<file path="config.mk">
export PLATFORM = sky130hd
export DESIGN_NAME = filter_svf_multi
export DESIGN_NICKNAME = d
export VERILOG_FILES = /design/src/rtl/filter_svf_pkg.sv /design/src/rtl/svf_mul_shift.sv /design/src/rtl/filter_svf_multi.sv
export SDC_FILE = /design/constraint.sdc
export NUM_CORES = 1
export LEC_CHECK = 0
export CORE_MARGIN = 2
export CORE_UTILIZATION = 50
export DETAILED_ROUTE_END_ITERATION = 10
export MAX_ROUTING_LAYER = met4
export PLACE_DENSITY = 0.67
export SLEW_MARGIN = 40
export SYNTH_ARGS = -nofsm -noshare
export SYNTH_HDL_FRONTEND = slang
export SYNTH_HIERARCHICAL = 1
export SYNTH_SLANG_ARGS = --single-unit
</file>
<file path="constraint.sdc">
create_clock -name clk -period 21.4 [get_ports clk]
set_clock_uncertainty 0.05 [all_clocks]
set_input_delay 4.28 -clock clk [delete_from_list [all_inputs] [get_ports clk]]
set_output_delay 4.28 -clock clk [all_outputs]
set_load 0.02 [all_outputs]
</file>
<file path="src/rtl/filter_svf_pkg.sv">
// Shared definitions for the multi-voice Chamberlin state variable filter.
//   - svf_state_e : sequencing FSM states
//   - MODE_*      : response select encodings on the mode input
//   - Q_FRAC / F_FRAC : fractional bits of Q1 (2.16) and F (1.17)
//   - COEF_BITS   : width of the F and Q1 coefficients
package filter_svf_pkg;

    typedef enum logic [2:0] {
        ST_IDLE   = 3'd0,
        ST_MUL_Q  = 3'd1,
        ST_MUL_FB = 3'd2,
        ST_MUL_FH = 3'd3,
        ST_OUT    = 3'd4
    } svf_state_e;

    localparam logic [1:0] MODE_LP    = 2'd0;
    localparam logic [1:0] MODE_BP    = 2'd1;
    localparam logic [1:0] MODE_HP    = 2'd2;
    localparam logic [1:0] MODE_NOTCH = 2'd3;

    localparam int Q_FRAC    = 16;
    localparam int F_FRAC    = 17;
    localparam int COEF_BITS = 18;

endpackage

</file>
<file path="src/rtl/svf_mul_shift.sv">
// Shared signed multiplier for the filter datapath: SW x COEF_BITS full
// precision product, arithmetic right shift by Q_FRAC or F_FRAC, result
// truncated to SW bits.
//   a_i       : signed SW-bit operand (state or hp)
//   b_i       : signed coefficient (F or Q1)
//   shift_f_i : 1 selects F_FRAC shift, 0 selects Q_FRAC shift
//   p_o       : shifted, truncated product
module svf_mul_shift
    import filter_svf_pkg::*;
#(
    parameter int SW = 15
) (
    input  logic signed [SW-1:0]        a_i,
    input  logic signed [COEF_BITS-1:0] b_i,
    input  logic                        shift_f_i,
    output logic signed [SW-1:0]        p_o
);

    localparam int PW = SW + COEF_BITS;

    logic signed [PW-1:0] a_ext_s;
    logic signed [PW-1:0] b_ext_s;
    logic signed [PW-1:0] prod_s;

    // Sign-extend both operands to the exact product width, multiply, shift.
    always_comb begin
        a_ext_s = {{COEF_BITS{a_i[SW-1]}}, a_i};
        b_ext_s = {{SW{b_i[COEF_BITS-1]}}, b_i};
        prod_s  = a_ext_s * b_ext_s;
        if (shift_f_i) begin
            p_o = SW'(prod_s >>> F_FRAC);
        end else begin
            p_o = SW'(prod_s >>> Q_FRAC);
        end
    end

endmodule

</file>
<file path="src/rtl/filter_svf_multi.sv">
// Time-multiplexed multi-voice Chamberlin state variable filter.
// One sample is processed at a time through IDLE -> MUL_Q -> MUL_FB ->
// MUL_FH -> OUT using a single shared multiplier; per-voice lp/bp state is
// kept in register arrays.
// Ports:
//   clk, rst_n            : clock, asynchronous active-low reset
//   in_valid/in_ready     : input handshake; in_voice, in_sample, F, Q1, mode
//                           are captured on acceptance
//   clr                   : synchronous clear of all voice states, aborts work
//   out_valid/out_ready   : output handshake; out_voice, out_sample held in OUT
// Build option: FILTER_SVF_MULTI_STATE_SAT_EN saturates lp'/bp' to the
// internal SW range before write-back (otherwise they wrap).
module filter_svf_multi
    import filter_svf_pkg::*;
#(
    parameter int SAMPLE_BITS = 12,
    parameter int VOICES      = 4,
    parameter int VOICE_BITS  = (VOICES > 1) ? $clog2(VOICES) : 1
) (
    input  logic                   clk,
    input  logic                   rst_n,
    input  logic                   in_valid,
    output logic                   in_ready,
    input  logic [VOICE_BITS-1:0]  in_voice,
    input  logic [SAMPLE_BITS-1:0] in_sample,
    input  logic [COEF_BITS-1:0]   F,
    input  logic [COEF_BITS-1:0]   Q1,
    input  logic [1:0]             mode,
    input  logic                   clr,
    output logic                   out_valid,
    input  logic                   out_ready,
    output logic [VOICE_BITS-1:0]  out_voice,
    output logic [SAMPLE_BITS-1:0] out_sample
);

    localparam int SW = SAMPLE_BITS + 3;

    svf_state_e state_q, state_d;
    logic                   in_ready_q, in_ready_d;
    logic                   out_valid_q, out_valid_d;
    logic [VOICE_BITS-1:0]  out_voice_q;
    logic [SAMPLE_BITS-1:0] out_sample_q;

    logic signed [SW-1:0]        in_q, lp_w_q, bp_w_q, t_q;
    logic signed [COEF_BITS-1:0] f_q, q1_q;
    logic [1:0]                  mode_q;
    logic [VOICE_BITS-1:0]       voice_q;
    logic                        voice_ok_q;
    logic signed [SW-1:0]        lp_mem_q [VOICES];
    logic signed [SW-1:0]        bp_mem_q [VOICES];

    logic signed [SW-1:0]        mul_a_s, mul_p_s;
    logic signed [COEF_BITS-1:0] mul_b_s;
    logic                        mul_shf_s;
    logic signed [SW:0]          lp_sum_s, bp_sum_s;
    logic signed [SW-1:0]        lp_new_s, bp_new_s, hp_s, notch_s, resp_s, in_ext_s;
    logic                        in_voice_ok_s;

`ifdef FILTER_SVF_MULTI_STATE_SAT_EN
    // Limit an SW+1 bit sum to the signed SW range.
    function automatic logic signed [SW-1:0] sat_sw(input logic signed [SW:0] v);
        logic signed [SW-1:0] r;
        if (v[SW] != v[SW-1]) begin
            if (v[SW]) begin
                r = {1'b1, {(SW-1){1'b0}}};
            end else begin
                r = {1'b0, {(SW-1){1'b1}}};
            end
        end else begin
            r = SW'(v);
        end
        return r;
    endfunction
`endif

    // Clamp an internal SW value to the output sample range.
    function automatic logic [SAMPLE_BITS-1:0] clamp_out(input logic signed [SW-1:0] v);
        logic signed [SW-1:0] max_v, min_v;
        logic [SAMPLE_BITS-1:0] r;
        max_v = {{(SW-SAMPLE_BITS+1){1'b0}}, {(SAMPLE_BITS-1){1'b1}}};
        min_v = {{(SW-SAMPLE_BITS+1){1'b1}}, {(SAMPLE_BITS-1){1'b0}}};
        if (v > max_v) begin
            r = SAMPLE_BITS'(max_v);
        end else if (v < min_v) begin
            r = SAMPLE_BITS'(min_v);
        end else begin
            r = SAMPLE_BITS'(v);
        end
        return r;
    endfunction

    svf_mul_shift #(.SW(SW)) u_mul (
        .a_i       (mul_a_s),
        .b_i       (mul_b_s),
        .shift_f_i (mul_shf_s),
        .p_o       (mul_p_s)
    );

    // Input decode: sign extension and voice range test (out-of-range voices use zero state).
    always_comb begin
        in_ext_s      = {{(SW-SAMPLE_BITS){in_sample[SAMPLE_BITS-1]}}, in_sample};
        in_voice_ok_s = ({{(32-VOICE_BITS){1'b0}}, in_voice} < 32'(VOICES));
    end

    // Multiplier operand selection per FSM step.
    always_comb begin
        mul_a_s   = bp_w_q;
        mul_b_s   = q1_q;
        mul_shf_s = 1'b0;
        case (state_q)
            ST_MUL_Q:  begin mul_a_s = bp_w_q; mul_b_s = q1_q; mul_shf_s = 1'b0; end
            ST_MUL_FB: begin mul_a_s = bp_w_q; mul_b_s = f_q;  mul_shf_s = 1'b1; end
            ST_MUL_FH: begin mul_a_s = t_q;    mul_b_s = f_q;  mul_shf_s = 1'b1; end
            default:   begin mul_a_s = bp_w_q; mul_b_s = q1_q; mul_shf_s = 1'b0; end
        endcase
    end

    // Filter arithmetic. t_q holds q during MUL_FB and hp during MUL_FH;
    // lp_w_q already holds lp' by MUL_FH.
    always_comb begin
        lp_sum_s = {lp_w_q[SW-1], lp_w_q} + {mul_p_s[SW-1], mul_p_s};
        bp_sum_s = {bp_w_q[SW-1], bp_w_q} + {mul_p_s[SW-1], mul_p_s};
`ifdef FILTER_SVF_MULTI_STATE_SAT_EN
        lp_new_s = sat_sw(lp_sum_s);
        bp_new_s = sat_sw(bp_sum_s);
`else
        lp_new_s = SW'(lp_sum_s);
        bp_new_s = SW'(bp_sum_s);
`endif
        hp_s    = in_q - t_q - lp_new_s;
        notch_s = t_q + lp_w_q;
        case (mode_q)
            MODE_LP:    resp_s = lp_w_q;
            MODE_BP:    resp_s = bp_new_s;
            MODE_HP:    resp_s = t_q;
            MODE_NOTCH: resp_s = notch_s;
            default:    resp_s = lp_w_q;
        endcase
    end

    // Next-state logic; clr overrides everything and returns to IDLE.
    always_comb begin
        state_d = state_q;
        case (state_q)
            ST_IDLE: begin
                if (in_valid) begin
                    state_d = ST_MUL_Q;
                end else begin
                    state_d = ST_IDLE;
                end
            end
            ST_MUL_Q:  state_d = ST_MUL_FB;
            ST_MUL_FB: state_d = ST_MUL_FH;
            ST_MUL_FH: state_d = ST_OUT;
            ST_OUT: begin
                if (out_ready) begin
                    state_d = ST_IDLE;
                end else begin
                    state_d = ST_OUT;
                end
            end
            default: state_d = ST_IDLE;
        endcase
        if (clr) begin
            state_d = ST_IDLE;
        end else begin
            state_d = state_d;
        end
        in_ready_d  = (state_d == ST_IDLE);
        out_valid_d = (state_d == ST_OUT);
    end

    // FSM state and handshake flags.
    always_ff @(posedge clk or negedge rst_n) begin
        if (!rst_n) begin
            state_q     <= ST_IDLE;
            in_ready_q  <= 1'b1;
            out_valid_q <= 1'b0;
        end else begin
            state_q     <= state_d;
            in_ready_q  <= in_ready_d;
            out_valid_q <= out_valid_d;
        end
    end

    // Working registers and output data; frozen while clr is asserted.
    always_ff @(posedge clk or negedge rst_n) begin
        if (!rst_n) begin
            in_q         <= {SW{1'b0}};
            lp_w_q       <= {SW{1'b0}};
            bp_w_q       <= {SW{1'b0}};
            t_q          <= {SW{1'b0}};
            f_q          <= {COEF_BITS{1'b0}};
            q1_q         <= {COEF_BITS{1'b0}};
            mode_q       <= MODE_LP;
            voice_q      <= {VOICE_BITS{1'b0}};
            voice_ok_q   <= 1'b0;
            out_voice_q  <= {VOICE_BITS{1'b0}};
            out_sample_q <= {SAMPLE_BITS{1'b0}};
        end else if (!clr) begin
            case (state_q)
                ST_IDLE: begin
                    if (in_valid) begin
                        in_q       <= in_ext_s;
                        f_q        <= F;
                        q1_q       <= Q1;
                        mode_q     <= mode;
                        voice_q    <= in_voice;
                        voice_ok_q <= in_voice_ok_s;
                        lp_w_q     <= in_voice_ok_s ? lp_mem_q[in_voice] : {SW{1'b0}};
                        bp_w_q     <= in_voice_ok_s ? bp_mem_q[in_voice] : {SW{1'b0}};
                    end
                end
                ST_MUL_Q:  t_q <= mul_p_s;
                ST_MUL_FB: begin
                    lp_w_q <= lp_new_s;
                    t_q    <= hp_s;
                end
                ST_MUL_FH: begin
                    bp_w_q       <= bp_new_s;
                    out_voice_q  <= voice_q;
                    out_sample_q <= clamp_out(resp_s);
                end
                default: begin end
            endcase
        end
    end

    // Per-voice state storage: cleared by clr, written back at the end of MUL_FH.
    always_ff @(posedge clk or negedge rst_n) begin
        if (!rst_n) begin
            for (int i = 0; i < VOICES; i++) begin
                lp_mem_q[i] <= {SW{1'b0}};
                bp_mem_q[i] <= {SW{1'b0}};
            end
        end else if (clr) begin
            for (int i = 0; i < VOICES; i++) begin
                lp_mem_q[i] <= {SW{1'b0}};
                bp_mem_q[i] <= {SW{1'b0}};
            end
        end else if (state_q == ST_MUL_FH && voice_ok_q) begin
            lp_mem_q[voice_q] <= lp_w_q;
            bp_mem_q[voice_q] <= bp_new_s;
        end
    end

    assign in_ready   = in_ready_q;
    assign out_valid  = out_valid_q;
    assign out_voice  = out_voice_q;
    assign out_sample = out_sample_q;

endmodule
</file>
==> impl_metrics.yaml <==
run_status:
  status: "finished clean"
finish:
  fin_area_um2: 26160
  area_growth_pct: 9.865
  nets: 3084
  drive_above_1_share: 0.08340
setup_path:
  cp_num_buf_inv: 8
  crit_fanout: 49
  worstPathRequired_ns: 21.86
  critPathKind: "flip-flop to flip-flop"
  setup.worst_path.end_class: "flip-flop"
  cpPeakStageDelay_ns: 0.55
  critPathSlowestCell: "fa_1"
  startpoint_type: "flip-flop"
  path_common_cell: "fa_1"
  worst_ep_arrival_time_ns: 12.70
  crit_family: "adder cells"
sta:
  rsz0062_at_grt: "no"
  period_share: 0.5718
  fin_tns_setup_ns: 0
  drv_slew: 0
  holdWs_ns: 0.4491
  fmax_mhz: 81.73
  setup_viol: 0
  max_slew.worst_pin.slew_ns: 0.8621
  final_critical_path_setup_slack_ns: 9.164
  slew_headroom: 0.4232
  fin_crit_ns: 12.24
  final_hold_viol_count: 0
yosys:
  synth_xor_area_frac: 0.02707
  ys_seq_area_frac: 0.2492
  synthMuxAreaShare: 0.07453
  synth_fa_ha_area_frac: 0.3018
  synth_enable_flop_cells: 0
  synth_compound_area_frac: 0.1076
  yosys-top-cells-count: "nand2_1, inv_1, fa_1"
  synth_top_cell_by_area: "dfrtp_1"
  ys_seq_elements: 237
  ys.flop_type: "dfrtp_1"
  netlist.area_leader.share: 0.2481
  synth_area_leaders: "dfrtp_1, fa_1, nand2_1"
  async_flop_share: 1.000
  synth_cell_types: 78
  avgSynthCellArea_um2: 9.097
  synth_cells: 2617
  synth_most_common_cell: "nand2_1"
  syn_nets: 3085
  netlist_area_um2: 23810
  synth-simple-area-share: 0.1614
  synth_top_family_by_area: "adder cells"
  yosysWarningCount: 6
clock_network:
  cts_hold_buffers: 0
  htree_levels: 1
  clockBufferDepth: 3
  clkLatencyLatePin_ns: 0.59
  root_buffer: "clkbuf_16"
  clk_pin_slew_ns: 0.06
  cts_sinks: 237
  cts_buffers: 29
  cts_tree: "built"
  post_cts_buffers: 0
  cts_resized: 0
floorplanning:
  fp.dieH_um: 222.2
  fp.dieW_um: 222.2
  coreArea_um2: 46750
  rows: 79
  dieArea_um2: 49380
  pin_count: 73
  initial_core_util: 0.5092
drt:
  ant_nets: 0
  route.detailed.drc: 0
  dr.first_iter.drc_count: 1373
  num_vias: 18539
  routed_wl_um: 68220
  wl_per_cell_um: 21.02
  firstDrtPassIters: 5
  vias_per_cell: 5.711
hold_path:
  min_path_type: "flip-flop to flip-flop"
grt:
  grt_pass1_wl_um: 108400
  grt_max_degree: 115
  grt.overflow.total: 0
  antenna_found_initial: 1
  track_usage: 0.2904
  grt_pass1_vias: 19336
placed_design:
  gp_congestion: 0.9752
  place_ws_ns: 9.234
  placed_area_um2: 25090
  hpwlAfterDp_um: 51270
  io_buffers: 72
job:
  cap_violations: 0
[logic make-up after synthesis]
| logic type | after synthesis |
|---|---|
| flip-flops | 237 |
| buffers and inverters | 496 |
| multiplexers | 118 |
| AO/OA/AOI/OAI | 419 |
| adder cells (fa/ha/maj) | 411 |
| XOR/XNOR | 72 |
| AND/OR/NAND/NOR | 864 |
[path summary, 6_finish.rpt]
check | from | to | slack (ns) | depth (start not counted)
setup / recovery | state_q[2] | t_q[14] | 9.16 | 47
hold / removal | out_sample[3] | out_sample[3] | 0.45 | 2
setup reg to reg | state_q[2] | t_q[14] | 9.16 | 47
hold reg to reg | out_sample[3] | out_sample[3] | 0.45 | 2
max in group asynchronous | rst_n | q1_q[4] | 16.48 | 3
min in group asynchronous | rst_n | bp_mem_q[56] | 3.53 | 1
[stage by stage]
stage | utilization | std cells
global route | 0.5594 | 3246
floorplan | - | 2617
global placement | 0.5356 | 3190
CTS | 0.5580 | 3244
finish | 0.5594 | 3246
detailed placement | 0.5367 | 3191
[layout by cell type (no fill, tap or decap), types with 4 or more instances in the layout]
master,n
and3_1,11
o21ai_0,65
bufinv_16,4
nor3_1,29
mux4_2,42
or3_1,4
o21a_1,19
inv_1,359
xor2_1,29
fa_1,272
nand2_1,499
a21oi_2,4
nand2b_1,19
o22ai_1,4
clkbuf_16,29
a31oi_1,12
o21ai_1,10
nand4_1,7
nor2b_1,9
o21bai_1,5
mux2_2,54
dfrtp_1,234
nand3_1,21
xnor2_1,42
mux2i_1,22
o21ai_4,6
a21o_1,18
o221ai_1,6
a21oi_1,197
nor2_1,118
clkinv_2,11
nand2_2,4
and2_1,115
clkdlybuf4s50_1,69
o31ai_1,5
o211ai_1,7
buf_4,29
a211o_1,4
a211oi_1,18
ha_1,139
[sequential cells by signal, indices dropped and copies added, names as in the netlist]
name / count
t_q: 15
bp_mem_q: 60
in_q: 12
mode_q: 2
voice_q: 2
q1_q: 18
bp_w_q: 15
lp_w_q: 15
out_sample: 12
lp_mem_q: 60
voice_ok_q: 1
f_q: 18
in_ready: 1
state_q: 3
out_voice: 2
out_valid: 1
[worst reg2reg max path, delay by kind of cell (launching register included)]
| kind | cells | cell delay, ns |
|---|---|---|
| adders and majority gates | 11 | 4.92 |
| AOI/OAI and AO/OA | 16 | 3.46 |
| and+or+nand+nor | 9 | 1.42 |
| buffers and inverters | 8 | 1.35 |
| xor gates and xnor gates | 3 | 0.59 |
| DFF | 1 | 0.37 |
[layout make-up]
class	count	area [um2]
sequential	237	5934
clock inverter	19	221.5
fill	4101	20600
inverter	360	1351
clock buffer	34	774.5
antenna	1	2.502
tap	607	759.5
timing repair buffer	104	998.5
multi-input combinational	1884	16110
[metal layers]
metal / vias to the layer above / share of wire / routed length [um] / track usage
met5: - / 0 / 0 / -
met2: 588 / 0.49 / 33240 / 0.4807
met3: 143 / 0.057 / 3895 / 0.03650
met1: 9355 / 0.42 / 28370 / 0.3686
li1: 8453 / - / - / -
met4: 0 / 0.040 / 2720 / 0.1040
Power is not shown: default switching activity piles up to over one toggle a cycle in this logic, so the estimate is an artifact.
